## config.mk

```make
export PLATFORM = sky130hd
export DESIGN_NAME = xls_sum_tree_pipe
export DESIGN_NICKNAME = d
export VERILOG_FILES = /design/src/rtl/xls_sum_tree_pkg.sv /design/src/rtl/xls_sum_tree_level.sv /design/src/rtl/xls_sum_tree_pipe.sv
export SDC_FILE = /design/constraint.sdc
export NUM_CORES = 1
export LEC_CHECK = 0
export BUFFER_PORTS_ARGS = -buffer_cell sky130_fd_sc_hd__clkbuf_2
export CELL_PAD_IN_SITES_DETAIL_PLACEMENT = 0
export CELL_PAD_IN_SITES_GLOBAL_PLACEMENT = 1
export CORE_UTILIZATION = 46
export CTS_BUF_LIST = sky130_fd_sc_hd__clkbuf_16
export DETAILED_ROUTE_END_ITERATION = 8
export HOLD_SLACK_MARGIN = 0.03
export PLACE_DENSITY_LB_ADDON = 0.1
export SYNTH_ARGS = -nofsm -noshare
export SYNTH_HDL_FRONTEND = slang
export SYNTH_SLANG_ARGS = --single-unit
```

## constraint.sdc

```tcl
create_clock -name clk -period 2.9 [get_ports clk]
set_input_delay 0.58 -clock clk [delete_from_list [all_inputs] [get_ports clk]]
set_output_delay 0.58 -clock clk [all_outputs]
set_load 0.05 [all_outputs]
```

## src/rtl/xls_sum_tree_pkg.sv

```systemverilog
// Shared helpers for the pipelined N-operand sum tree: tree depth, per-level
// entry counts and packed-vector offsets. Feature macro: XLS_SUM_TREE_SAT_EN.
package xls_sum_tree_pkg;

    function automatic int clog2(input int n);
        int r;
        r = 32'sd0;
        for (int i = 0; i < 31; i++) begin
            if ((32'sd1 <<< i) < n) begin
                r = i + 32'sd1;
            end
        end
        return r;
    endfunction

    // Level 0 is the operand vector itself; each later level halves, rounding up.
    function automatic int level_entries(input int n, input int j);
        int e;
        e = n;
        for (int i = 0; i < j; i++) begin
            e = (e + 32'sd1) / 32'sd2;
        end
        return e;
    endfunction

    // Entry index where level j starts when all levels are packed back to back.
    function automatic int entry_offset(input int n, input int j);
        int off;
        off = 32'sd0;
        for (int i = 0; i < j; i++) begin
            off = off + level_entries(n, i);
        end
        return off;
    endfunction

    function automatic int tree_levels(input int n);
        return clog2(n);
    endfunction

    function automatic int tree_stages(input int n);
        return clog2(n) + 32'sd1;
    endfunction

endpackage

```

## src/rtl/xls_sum_tree_level.sv

```systemverilog
// One registered adder-tree level: adjacent pairs summed, odd last entry passed
// through. With XLS_SUM_TREE_SAT_EN each entry also carries an overflow flag.
module xls_sum_tree_level
    import xls_sum_tree_pkg::*;
#(
    parameter int WIDTH = 32,
    parameter int N_IN  = 3
) (
    input  logic                                        clk,
    input  logic                                        rst_n,
    input  logic                                        in_valid,
    input  logic [N_IN*WIDTH-1:0]                       in_data,
`ifdef XLS_SUM_TREE_SAT_EN
    input  logic [N_IN-1:0]                             in_ovf,
    output logic [level_entries(N_IN, 1)-1:0]           out_ovf,
`endif
    input  logic                                        adv_next,
    output logic                                        load,
    output logic                                        out_valid,
    output logic [level_entries(N_IN, 1)*WIDTH-1:0]     out_data
);

    localparam int N_OUT = level_entries(N_IN, 1);

    logic [N_OUT*WIDTH-1:0] data_next_s;
    logic [N_OUT*WIDTH-1:0] data_r;
    logic                   valid_r;
`ifdef XLS_SUM_TREE_SAT_EN
    logic [N_OUT-1:0]       ovf_next_s;
    logic [N_OUT-1:0]       ovf_r;
`endif

    for (genvar i = 0; i < N_OUT; i++) begin : g_ent
        if (2 * i + 1 < N_IN) begin : g_pair
`ifdef XLS_SUM_TREE_SAT_EN
            logic [WIDTH:0] sum_s;
            assign sum_s = {1'b0, in_data[2*i*WIDTH +: WIDTH]}
                         + {1'b0, in_data[(2*i+1)*WIDTH +: WIDTH]};
            assign ovf_next_s[i] = sum_s[WIDTH] | in_ovf[2*i] | in_ovf[2*i+1];
            // Saturating early keeps every downstream level consistent with the flag.
            assign data_next_s[i*WIDTH +: WIDTH] = ovf_next_s[i] ? {WIDTH{1'b1}}
                                                                 : sum_s[WIDTH-1:0];
`else
            assign data_next_s[i*WIDTH +: WIDTH] = in_data[2*i*WIDTH +: WIDTH]
                                                 + in_data[(2*i+1)*WIDTH +: WIDTH];
`endif
        end else begin : g_pass
            assign data_next_s[i*WIDTH +: WIDTH] = in_data[2*i*WIDTH +: WIDTH];
`ifdef XLS_SUM_TREE_SAT_EN
            assign ovf_next_s[i] = in_ovf[2*i];
`endif
        end
    end

    // An empty stage always loads, so bubbles collapse under a downstream stall.
    assign load = !valid_r || adv_next;

    // Stage register; data only captured for a real entry so held values stay quiet.
    always_ff @(posedge clk or negedge rst_n) begin
        if (!rst_n) begin
            valid_r <= 1'b0;
            data_r  <= '0;
`ifdef XLS_SUM_TREE_SAT_EN
            ovf_r   <= '0;
`endif
        end else if (load) begin
            valid_r <= in_valid;
            if (in_valid) begin
                data_r <= data_next_s;
`ifdef XLS_SUM_TREE_SAT_EN
                ovf_r  <= ovf_next_s;
`endif
            end
        end
    end

    assign out_valid = valid_r;
    assign out_data  = data_r;
`ifdef XLS_SUM_TREE_SAT_EN
    assign out_ovf   = ovf_r;
`endif

endmodule

```

## src/rtl/xls_sum_tree_pipe.sv

```systemverilog
// Pipelined NUM_IN-operand adder: input register plus one register per tree
// level, valid/ready handshake. Optional saturation via XLS_SUM_TREE_SAT_EN.
module xls_sum_tree_pipe
    import xls_sum_tree_pkg::*;
#(
    parameter int WIDTH  = 32,
    parameter int NUM_IN = 3
) (
    input  logic                    clk,
    input  logic                    rst_n,
    input  logic                    in_valid,
    output logic                    in_ready,
    input  logic [NUM_IN*WIDTH-1:0] in_data,
    output logic                    out_valid,
    input  logic                    out_ready,
    output logic [WIDTH-1:0]        out_sum
);

    localparam int LEVELS   = tree_levels(NUM_IN);
    localparam int S        = tree_stages(NUM_IN);
    localparam int TOTAL_E  = entry_offset(NUM_IN, S);
    localparam int LAST_OFF = entry_offset(NUM_IN, LEVELS);

    // All stage data packed level after level; each level owns its own slice.
    logic [TOTAL_E*WIDTH-1:0] data_s;
    logic [S-1:0]             vld_s;
    logic [S:1]               adv_s;
`ifdef XLS_SUM_TREE_SAT_EN
    logic [TOTAL_E-1:0]       ovf_s;
`endif

    logic                     v0_r;
    logic [NUM_IN*WIDTH-1:0]  d0_r;
    logic                     load0_s;

    assign adv_s[S] = out_ready;
    assign load0_s  = !v0_r || adv_s[1];
    assign in_ready = load0_s;

    // Input operand register.
    always_ff @(posedge clk or negedge rst_n) begin
        if (!rst_n) begin
            v0_r <= 1'b0;
            d0_r <= '0;
        end else if (load0_s) begin
            v0_r <= in_valid;
            if (in_valid) begin
                d0_r <= in_data;
            end
        end
    end

    assign vld_s[0]                     = v0_r;
    assign data_s[NUM_IN*WIDTH-1:0]     = d0_r;
`ifdef XLS_SUM_TREE_SAT_EN
    assign ovf_s[NUM_IN-1:0]            = '0;
`endif

    for (genvar j = 1; j <= LEVELS; j++) begin : g_lvl
        localparam int NI    = level_entries(NUM_IN, j - 1);
        localparam int NO    = level_entries(NUM_IN, j);
        localparam int OFF_I = entry_offset(NUM_IN, j - 1);
        localparam int OFF_O = entry_offset(NUM_IN, j);

        xls_sum_tree_level #(
            .WIDTH (WIDTH),
            .N_IN  (NI)
        ) u_level (
            .clk       (clk),
            .rst_n     (rst_n),
            .in_valid  (vld_s[j-1]),
            .in_data   (data_s[OFF_I*WIDTH +: NI*WIDTH]),
`ifdef XLS_SUM_TREE_SAT_EN
            .in_ovf    (ovf_s[OFF_I +: NI]),
            .out_ovf   (ovf_s[OFF_O +: NO]),
`endif
            .adv_next  (adv_s[j+1]),
            .load      (adv_s[j]),
            .out_valid (vld_s[j]),
            .out_data  (data_s[OFF_O*WIDTH +: NO*WIDTH])
        );
    end

    assign out_valid = vld_s[S-1];
    assign out_sum   = data_s[LAST_OFF*WIDTH +: WIDTH];

endmodule

```

# [Word-level counts from Yosys, hierarchy flattened]
# Cells that the tools add are included.
[word_totals] output_inout_bits=34 in_bits=100 elab_cells=17 ff_bits=195
[classes] n_reduce_logical=9 n_addsub=2
[op_table] operator="adder 32 bit" n=2
[op_table] operator="AND reduction 2 bit" n=3
[op_table] operator="zero test 1 bit" n=3
[op_table] operator="logical OR 1 bit" n=3

# [Longest topological paths before layout]
# Gate-level depths: netlist of the first run.
[depth] word_depth=5 ltp_mapped=10

# [Hierarchy]
# From an unflattened synthesis of the first run, not the netlist that was laid out.
[unflattened] hier_cells=1057 hier_area_um2=10871.7
[by_module_without_submodules] mod="xls_sum_tree_level (g_lvl[1].u_level)" area_per_inst_um2=4221.5 cells_per_inst=507 n_inst=1
[by_module_without_submodules] mod="xls_sum_tree_pipe" area_per_inst_um2=3766.1 cells_per_inst=206 n_inst=1
[by_module_without_submodules] mod="xls_sum_tree_level (g_lvl[2].u_level)" area_per_inst_um2=2884.0 cells_per_inst=344 n_inst=1

# [Least setup slack after synthesis of the first run]
# Ideal clock, no wire load.
[synth_path] path_type="register to register" start="register g_lvl[2].u_level.valid_r" end="register d0_r[32]" setup_time_ns=0.125 t_required_ns=2.775 path_stages_with_launch=7 arrival_ns=2.664 path_slack_ns=0.111 synth_period_minus_slack_ns=2.789 n_path_buf=2 path_cell_list="dfrtp_1 nor2b_1 nand3_1 nand2_1 buf_1 clkbuf_1 mux2_2"
[synth_between] elab_chain_len=5
[synth_lines] item="start, declared" line="xls_sum_tree_level.sv:27" rtl="logic valid_r;"
[synth_lines] item="start signal, assigned" line="xls_sum_tree_level.sv:67" rtl="valid_r <= in_valid;"
[synth_lines] item="zero test 1 bit" line="xls_sum_tree_level.sv:56" rtl="assign load = !valid_r || adv_next;"
[synth_lines] item="logical OR 1 bit (2 in a row)" line="xls_sum_tree_level.sv:56"
[synth_lines] item="logical OR 1 bit" line="xls_sum_tree_pipe.sv:37" rtl="assign load0_s = !v0_r || adv_s[1];"
[synth_lines] item="named net in_ready" line="xls_sum_tree_pipe.sv:12" rtl="output logic in_ready,"
[synth_lines] item="AND reduction 2 bit (no source line)"
[synth_lines] item="end signal, assigned" line="xls_sum_tree_pipe.sv:48" rtl="d0_r <= in_data;"
[synth_lines] item="end, declared" line="xls_sum_tree_pipe.sv:33" rtl="logic [NUM_IN*WIDTH-1:0] d0_r;"
# The timed path passes the listed nets, and every way through them passes these cells.
# A chain may end at the register's enable or synchronous reset.

# [Worst setup path after layout of the first run]
[layout_path] start="register g_lvl[1].u_level.data_r[32]" end="register g_lvl[2].u_level.data_r[30]"
[layout_between] elab_chain_len=1
[layout_lines] item="start, declared" line="xls_sum_tree_level.sv:26" rtl="logic [N_OUT*WIDTH-1:0] data_r;"
[layout_lines] item="start signal, assigned" line="xls_sum_tree_level.sv:69" rtl="data_r <= data_next_s;"
[layout_lines] item="adder 32 bit" line="xls_sum_tree_level.sv:45" rtl="+ in_data[(2*i+1)*WIDTH +: WIDTH];"
[layout_lines] item="end signal, assigned" line="xls_sum_tree_level.sv:69"
[layout_lines] item="end, declared" line="xls_sum_tree_level.sv:26"
# Every way passes these cells.

==> impl_metrics.json, run 1 <==
{
  "die_area_mm2": 0.0237,
  "die_w_um": 154,
  "numCtsBuffers": 17,
  "start_kind": "flip-flop",
  "swShare_pct": 41.3,
  "max_stage_delay_ns": 0.58,
  "p_comb_share_pct": 46.0,
  "synth_cells": 1040,
  "path_clk_slew_ns": 0.07,
  "seq_area_frac_synth_pct": 45.9,
  "io_pins": 134,
  "cp-end-kind": "flip-flop",
  "tightest_slew_ns": 0.495,
  "grt_pass1_wl_um": 36500,
  "worstSetupStartpoint": "g_lvl[1].u_level.out_data[32]",
  "pwr-share-clk_pct": 21.4,
  "fin_ws_ns": 0.147,
  "antenna_cells": 0,
  "crit_path_max_fanout": 5,
  "clkLatencyLatePin_ns": 0.44,
  "relSlewSlack_pct": 66.9,
  "worst_r2r_endpoint": "g_lvl[2].u_level.out_data[30]",
  "crit_end": "g_lvl[2].u_level.out_data[30]",
  "place_area_mm2": 0.0114,
  "port_buffers": 133,
  "r2r-start": "g_lvl[1].u_level.out_data[32]",
  "firstDrtPassIters": 5,
  "stdcell_area_mm2": 0.0121,
  "seqPwrFrac_pct": 32.6,
  "yosysWarningCount": 0,
  "ant_nets": 0,
  "hold_ws_ns": 0.0794,
  "final.setup_skew_ns": 0.00999,
  "cts-root-buf": "clkbuf_16",
  "viasPerCell": 5.24,
  "htree_levels": 4,
  "maxCapViolCount": 0,
  "crit_chain": "ha_1 > fa_1 > a21o_2 > a31oi_1 > or4b_4 > a211oi_2 > nor2_2 > o41ai_2 > mux2i_1 > nand3_1",
  "wl_met3_um": 562,
  "grt_use_total_pct": 19.5,
  "grt_max_degree": 66,
  "postCtsSetupBuffers": 0,
  "path_buf_inv": 0,
  "critPathSlowestCell": "or4b_4",
  "fp-row-count": 55,
  "cp.arrival_ns": 3.08,
  "switching_power_w": 0.00499,
  "grt_pass1_vias": 7129,
  "async_flop_share_pct": 100,
  "clk_path_buf_depth": 2,
  "finalSetupTns_ns": 0,
  "first_iter_violations": 330,
  "synth_flop_cell": "dfrtp_1",
  "drv_slew": 0,
  "fmax_ghz": 0.363,
  "utilization_pct": 53.6,
  "wl_met2_um": 9110,
  "path_depth": 10,
  "powerDensity_mw_per_mm2": 997,
  "setup_viol": 0,
  "syn_to_final_growth_pct": 14.1,
  "finalHoldViolations": 0,
  "core_area_mm2": 0.0226,
  "crit_required_ns": 3.22,
  "grt_remaining_overflow": 0,
  "met1_length_um": 12200,
  "cts_tree": "done",
  "leakage_nw": 5.81,
  "drcViolationCount": 0,
  "p_int_w": 0.00710,
  "rr_worst_depth": 10,
  "outcome": "finished, final reports clean",
  "synth-seq-cells": 195,
  "synth_nets": 1204,
  "ys_types": 63,
  "hp-class": "input port to async pin",
  "reg2reg_slack_ns": 0.15,
  "clock-sinks": 195,
  "finalWorstPathRequiredPeriod_ns": 2.75,
  "layout-drive-gt1-share_pct": 27.0,
  "cp_top_family": "compound AO/OA/AOI/OAI gates",
  "nNetsFinal": 1296,
  "initial_core_util_pct": 46.9,
  "synth_area_per_cell_um2": 10.2,
  "num_vias": 7498,
  "synth-edff-count": 0,
  "critical_path_class": "flip-flop to flip-flop",
  "fp.dieH_um": 154,
  "antenna_found_initial": 0,
  "dp_hpwl_um": 16600,
  "fin_crit_sh_pct": 94.9,
  "hold_buffers": 0,
  "drt_wl_total_um": 22100,
  "dp_slack_ns": 0.0581,
  "grt_setup_unrepaired": "yes",
  "routabilityCongestion": 0.839,
  "wl_per_cell_um": 15.5,
  "top_layer": "met4",
  "peakVddDrop_v": 0.000423,
  "synth_area_mm2": 0.0106
}
-- cells by family after synthesis --
| logic type | after synthesis | synth area share, % |
|---|---|---|
| flip-flops | 195 | 45.9 |
| adder cells (fa/ha/maj) | 64 | 7.68 |
| AND/OR/NAND/NOR | 288 | 11.9 |
| multiplexers | 105 | 11.1 |
| buffers and inverters | 96 | 4.56 |
| AO/OA/AOI/OAI | 240 | 14.6 |
| XOR/XNOR | 52 | 4.29 |
-- flip-flops by register name (all words and copies together) (netlist names) --
register and flops:
g_lvl.u_level.out_data 96, g_lvl.u_level.out_valid 2, d0_r 96, v0_r 1
-- cells in the mapped netlist (3+ instances only) --
cell | count | share of area (%)
nand4_1 | 10 | 0.59
o21a_1 | 3 | 0.21
nand3_1 | 18 | 0.85
inv_1 | 18 | 0.64
nand2_1 | 189 | 6.7
a31oi_1 | 9 | 0.53
nand2b_1 | 6 | 0.35
a31o_2 | 4 | 0.33
xnor2_1 | 26 | 2.1
nor3_1 | 13 | 0.61
nor2b_1 | 3 | 0.18
xor2_1 | 26 | 2.1
o21bai_1 | 11 | 0.78
o21ai_1 | 6 | 0.28
nor2_1 | 21 | 0.74
buf_1 | 8 | 0.28
a21oi_1 | 61 | 2.9
and2_1 | 3 | 0.18
mux2_2 | 100 | 11
buf_4 | 33 | 2.3
and3_1 | 8 | 0.47
o21ai_0 | 66 | 3.1
ha_1 | 62 | 7.3
a21o_1 | 37 | 2.6
mux2i_1 | 5 | 0.47
dfrtp_1 | 195 | 46
or4_1 | 3 | 0.21
clkbuf_1 | 37 | 1.3
o211ai_1 | 7 | 0.49
nor3b_1 | 8 | 0.57
-- worst min path at each step --
stage	start	endpoint	slack [ns]
floorplan	rst_n	d0_r[0]	0.28
global placement	d0_r[79]	g_lvl[1].u_level.out_data[47]	0.44
detailed placement	d0_r[89]	g_lvl[1].u_level.out_data[57]	0.45
CTS	rst_n	g_lvl[2].u_level.out_data[29]	0.09
global route	rst_n	g_lvl[2].u_level.out_data[29]	0.10
finish	rst_n	g_lvl[2].u_level.out_data[29]	0.08
-- placed cells by master (no fill, tap or decap), types with 10 or more instances in the layout --
master	Yosys	layout
nor2_1	21	21
mux2_2	100	100
inv_1	18	18
o21bai_1	11	11
a21o_1	37	37
clkbuf_2	0	132
nand3_1	18	18
clkbuf_16	0	17
nor3_1	13	12
xnor2_1	26	26
ha_1	62	60
a21oi_1	61	59
nand2_1	189	186
xor2_1	26	26
buf_4	33	13
nand4_1	10	10
o21ai_0	66	66
dfrtp_1	195	195
-- metal layers --
metal  vias up  global-route usage, %
li1       3827                      -
met1      3521                   30.3
met2       128                   27.2
met3        22                   3.27
met4         0                   5.86
met5         -                      0
-- power by group through the flow --
stage	combinational, W	clock (W)	sequential [W]
2_1_floorplan	0.00463	0	0.00382
3_3_place_gp	0.00550	0	0.00398
3_5_place_dp	0.00552	0	0.00400
4_1_cts	0.00555	0.00266	0.00395
5_1_grt	0.00617	0.00276	0.00404
6_report	0.00556	0.00259	0.00394
-- timing repair --
item                                    in CTS  in global routing
gates resized for setup                      0                  9
hold endpoints to repair                     0                  0
endpoints found under the setup margin       0                  9
-- stage by stage --
stage / power [W] / cells
2_1_floorplan: 0.00844 / 1040
4_1_cts: 0.0122 / 1430
3_5_place_dp: 0.00952 / 1398
5_1_grt: 0.0130 / 1430
6_report: 0.0121 / 1430
3_3_place_gp: 0.00947 / 1398
-- layout make-up --
cell class | instances | area, µm²
Timing Repair Buffer | 151 | 872
Clock buffer | 17 | 425
Multi-Input combinational cell | 749 | 5310
Tap cell | 285 | 357
Sequential cell | 195 | 4880
Fill cell | 2105 | 10500
Inverter | 18 | 67.6
Clock inverter | 15 | 219
(Power assumes the default switching activity.)
==> run 2, diff against run 1 <==
--- a/config.mk
+++ b/config.mk
@@ -8,7 +8,7 @@
 export BUFFER_PORTS_ARGS = -buffer_cell sky130_fd_sc_hd__clkbuf_2
 export CELL_PAD_IN_SITES_DETAIL_PLACEMENT = 0
 export CELL_PAD_IN_SITES_GLOBAL_PLACEMENT = 1
-export CORE_UTILIZATION = 46
+export CORE_UTILIZATION = 49
 export CTS_BUF_LIST = sky130_fd_sc_hd__clkbuf_16
 export DETAILED_ROUTE_END_ITERATION = 8
 export HOLD_SLACK_MARGIN = 0.03
==> constraint.sdc (replaced) <==
create_clock -name clk -period 3.5 [get_ports clk]
set_input_delay 0.7 -clock clk [delete_from_list [all_inputs] [get_ports clk]]
set_output_delay 0.7 -clock clk [all_outputs]
set_load 0.05 [all_outputs]
==> impl_metrics.json, run 2 (synthesis results as in run 1) <==
{
  "outcome": "finished, final reports clean",
  "grt_setup_unrepaired": "no",
  "firstDrtPassIters": 5,
  "crit_end": "g_lvl[1].u_level.out_data[24]",
  "final.setup_skew_ns": 0.0132,
  "reg2reg_slack_ns": 0.59,
  "path_clk_slew_ns": 0.07,
  "final_cell_mix": "dfrtp_1, nand2_1, clkbuf_2",
  "cts_tree": "done",
  "maxCapViolCount": 0,
  "critical_path_class": "flip-flop to flip-flop",
  "postCtsSetupBuffers": 0,
  "tightest_slew_ns": 0.798,
  "switching_power_w": 0.00401,
  "viasPerCell": 5.26,
  "seq_area_mm2": 0.00488,
  "powerDensity_mw_per_mm2": 806,
  "wl_per_cell_um": 15.2,
  "crit_path_max_fanout": 5,
  "nNetsFinal": 1288,
  "cts_resized": 0,
  "grt_pass1_vias": 7092,
  "setup_viol": 0,
  "drv_slew": 0,
  "worst_r2r_endpoint": "g_lvl[1].u_level.out_data[24]",
  "numCtsBuffers": 17,
  "crit_required_ns": 3.86,
  "antenna_found_initial": 0,
  "stdcell_area_mm2": 0.0119,
  "fin_crit_sh_pct": 83.1,
  "io_pins": 134,
  "p_comb_share_pct": 47.0,
  "clkLatencyLatePin_ns": 0.43,
  "finalSetupTns_ns": 0,
  "hold_buffers": 0,
  "drcViolationCount": 0,
  "swShare_pct": 41.8,
  "relSlewSlack_pct": 46.6,
  "htree_levels": 4,
  "peakVddDrop_v": 0.000384,
  "routabilityCongestion": 0.779,
  "rr_worst_depth": 10,
  "antenna_cells": 0,
  "hold_ws_ns": 0.301,
  "leakage_nw": 5.73,
  "clk_path_buf_depth": 2,
  "worstSetupStartpoint": "d0_r[0]",
  "layout-drive-gt1-share_pct": 25.4,
  "die_area_mm2": 0.0223,
  "cp-end-kind": "flip-flop",
  "die_w_um": 149,
  "grt_max_degree": 80,
  "final_common_cell": "dfrtp_1",
  "num_vias": 7430,
  "fp-row-count": 53,
  "grt_use_total_pct": 20.4,
  "p_int_w": 0.00559,
  "seqPwrFrac_pct": 34.1,
  "multi_input_area_mm2": 0.00527,
  "hp-class": "input port to async pin",
  "fmax_ghz": 0.344,
  "cp.arrival_ns": 3.27,
  "clock-sinks": 195,
  "place_area_mm2": 0.0114,
  "grt_pass1_wl_um": 35700,
  "cts-root-buf": "clkbuf_16",
  "grt_remaining_overflow": 0,
  "r2r-start": "d0_r[0]",
  "syn_to_final_growth_pct": 12.1,
  "initial_core_util_pct": 50.2,
  "fp.dieH_um": 149,
  "pwr-share-clk_pct": 18.9,
  "ant_nets": 0,
  "start_kind": "flip-flop",
  "finalWorstPathRequiredPeriod_ns": 2.91,
  "fill_cells": 1930,
  "drt_wl_total_um": 21400,
  "core_area_mm2": 0.0212,
  "finalHoldViolations": 0,
  "port_buffers": 133,
  "dp_hpwl_um": 16200,
  "first_iter_violations": 364
}
-- run 2: routing by layer --
metal  track usage [%]  vias to the layer above  routed length (µm)
met3              3.49                       14                 615
met1              31.7                     3493               11900
li1                  -                     3803                   -
met4              4.64                        0                 175
met2              29.1                      120                8770
met5                 0                        -                   0
-- run 2: final cells by class --
cell class | count | share of cell area [%]
clock buffers | 17 | 3.57
flip-flops and latches | 195 | 41.0
repair buffers | 143 | 6.71
inverters | 18 | 0.567
multi-input cells | 749 | 44.3
clock inverters | 15 | 0.998
well taps | 275 | 2.89
-- run 2: per-stage QoR --
step | total power [W] | util, % | worst slack (ns) | instances
floorplan | 0.00700 | - | 0.711 | 1040
global placement | 0.00778 | 53.7 | 0.638 | 1380
detailed placement | 0.00782 | 53.7 | 0.586 | 1380
CTS | 0.00967 | 56.3 | 0.576 | 1412
global route | 0.0103 | 56.3 | 0.382 | 1412
finish | 0.00960 | 56.3 | 0.593 | 1412
-- run 2: how the worst min path moves through the flow --
stage | start | end | slack [ns] | cells past startpoint
after floorplan | rst_n | d0_r[0] | 0.40 | 0
after global placement | d0_r[79] | g_lvl[1].u_level.out_data[47] | 0.44 | 2
after detailed placement | d0_r[89] | g_lvl[1].u_level.out_data[57] | 0.45 | 2
after CTS | rst_n | d0_r[6] | 0.32 | 1
after global routing | rst_n | d0_r[2] | 0.35 | 1
final | rst_n | d0_r[35] | 0.30 | 1
-- run 2: power by group through the flow --
stage,clock network [W],logic [W],registers (W)
after floorplan,0,0.00384,0.00316
after global placement,0,0.00450,0.00328
after detailed placement,0,0.00451,0.00331
after CTS,0.00187,0.00453,0.00327
after global routing,0.00195,0.00502,0.00334
final,0.00182,0.00451,0.00327
-- run 2: worst max-delay path: stages (launching register included) --
cell	delay (ns)
dfrtp_1	0.38
ha_1	0.23
fa_1	0.41
a21o_1	0.23
a311oi_2	0.32
nor3_1	0.13
o211ai_1	0.24
a31o_2	0.25
o21ai_1	0.09
or4_1	0.47
nand3_1	0.09
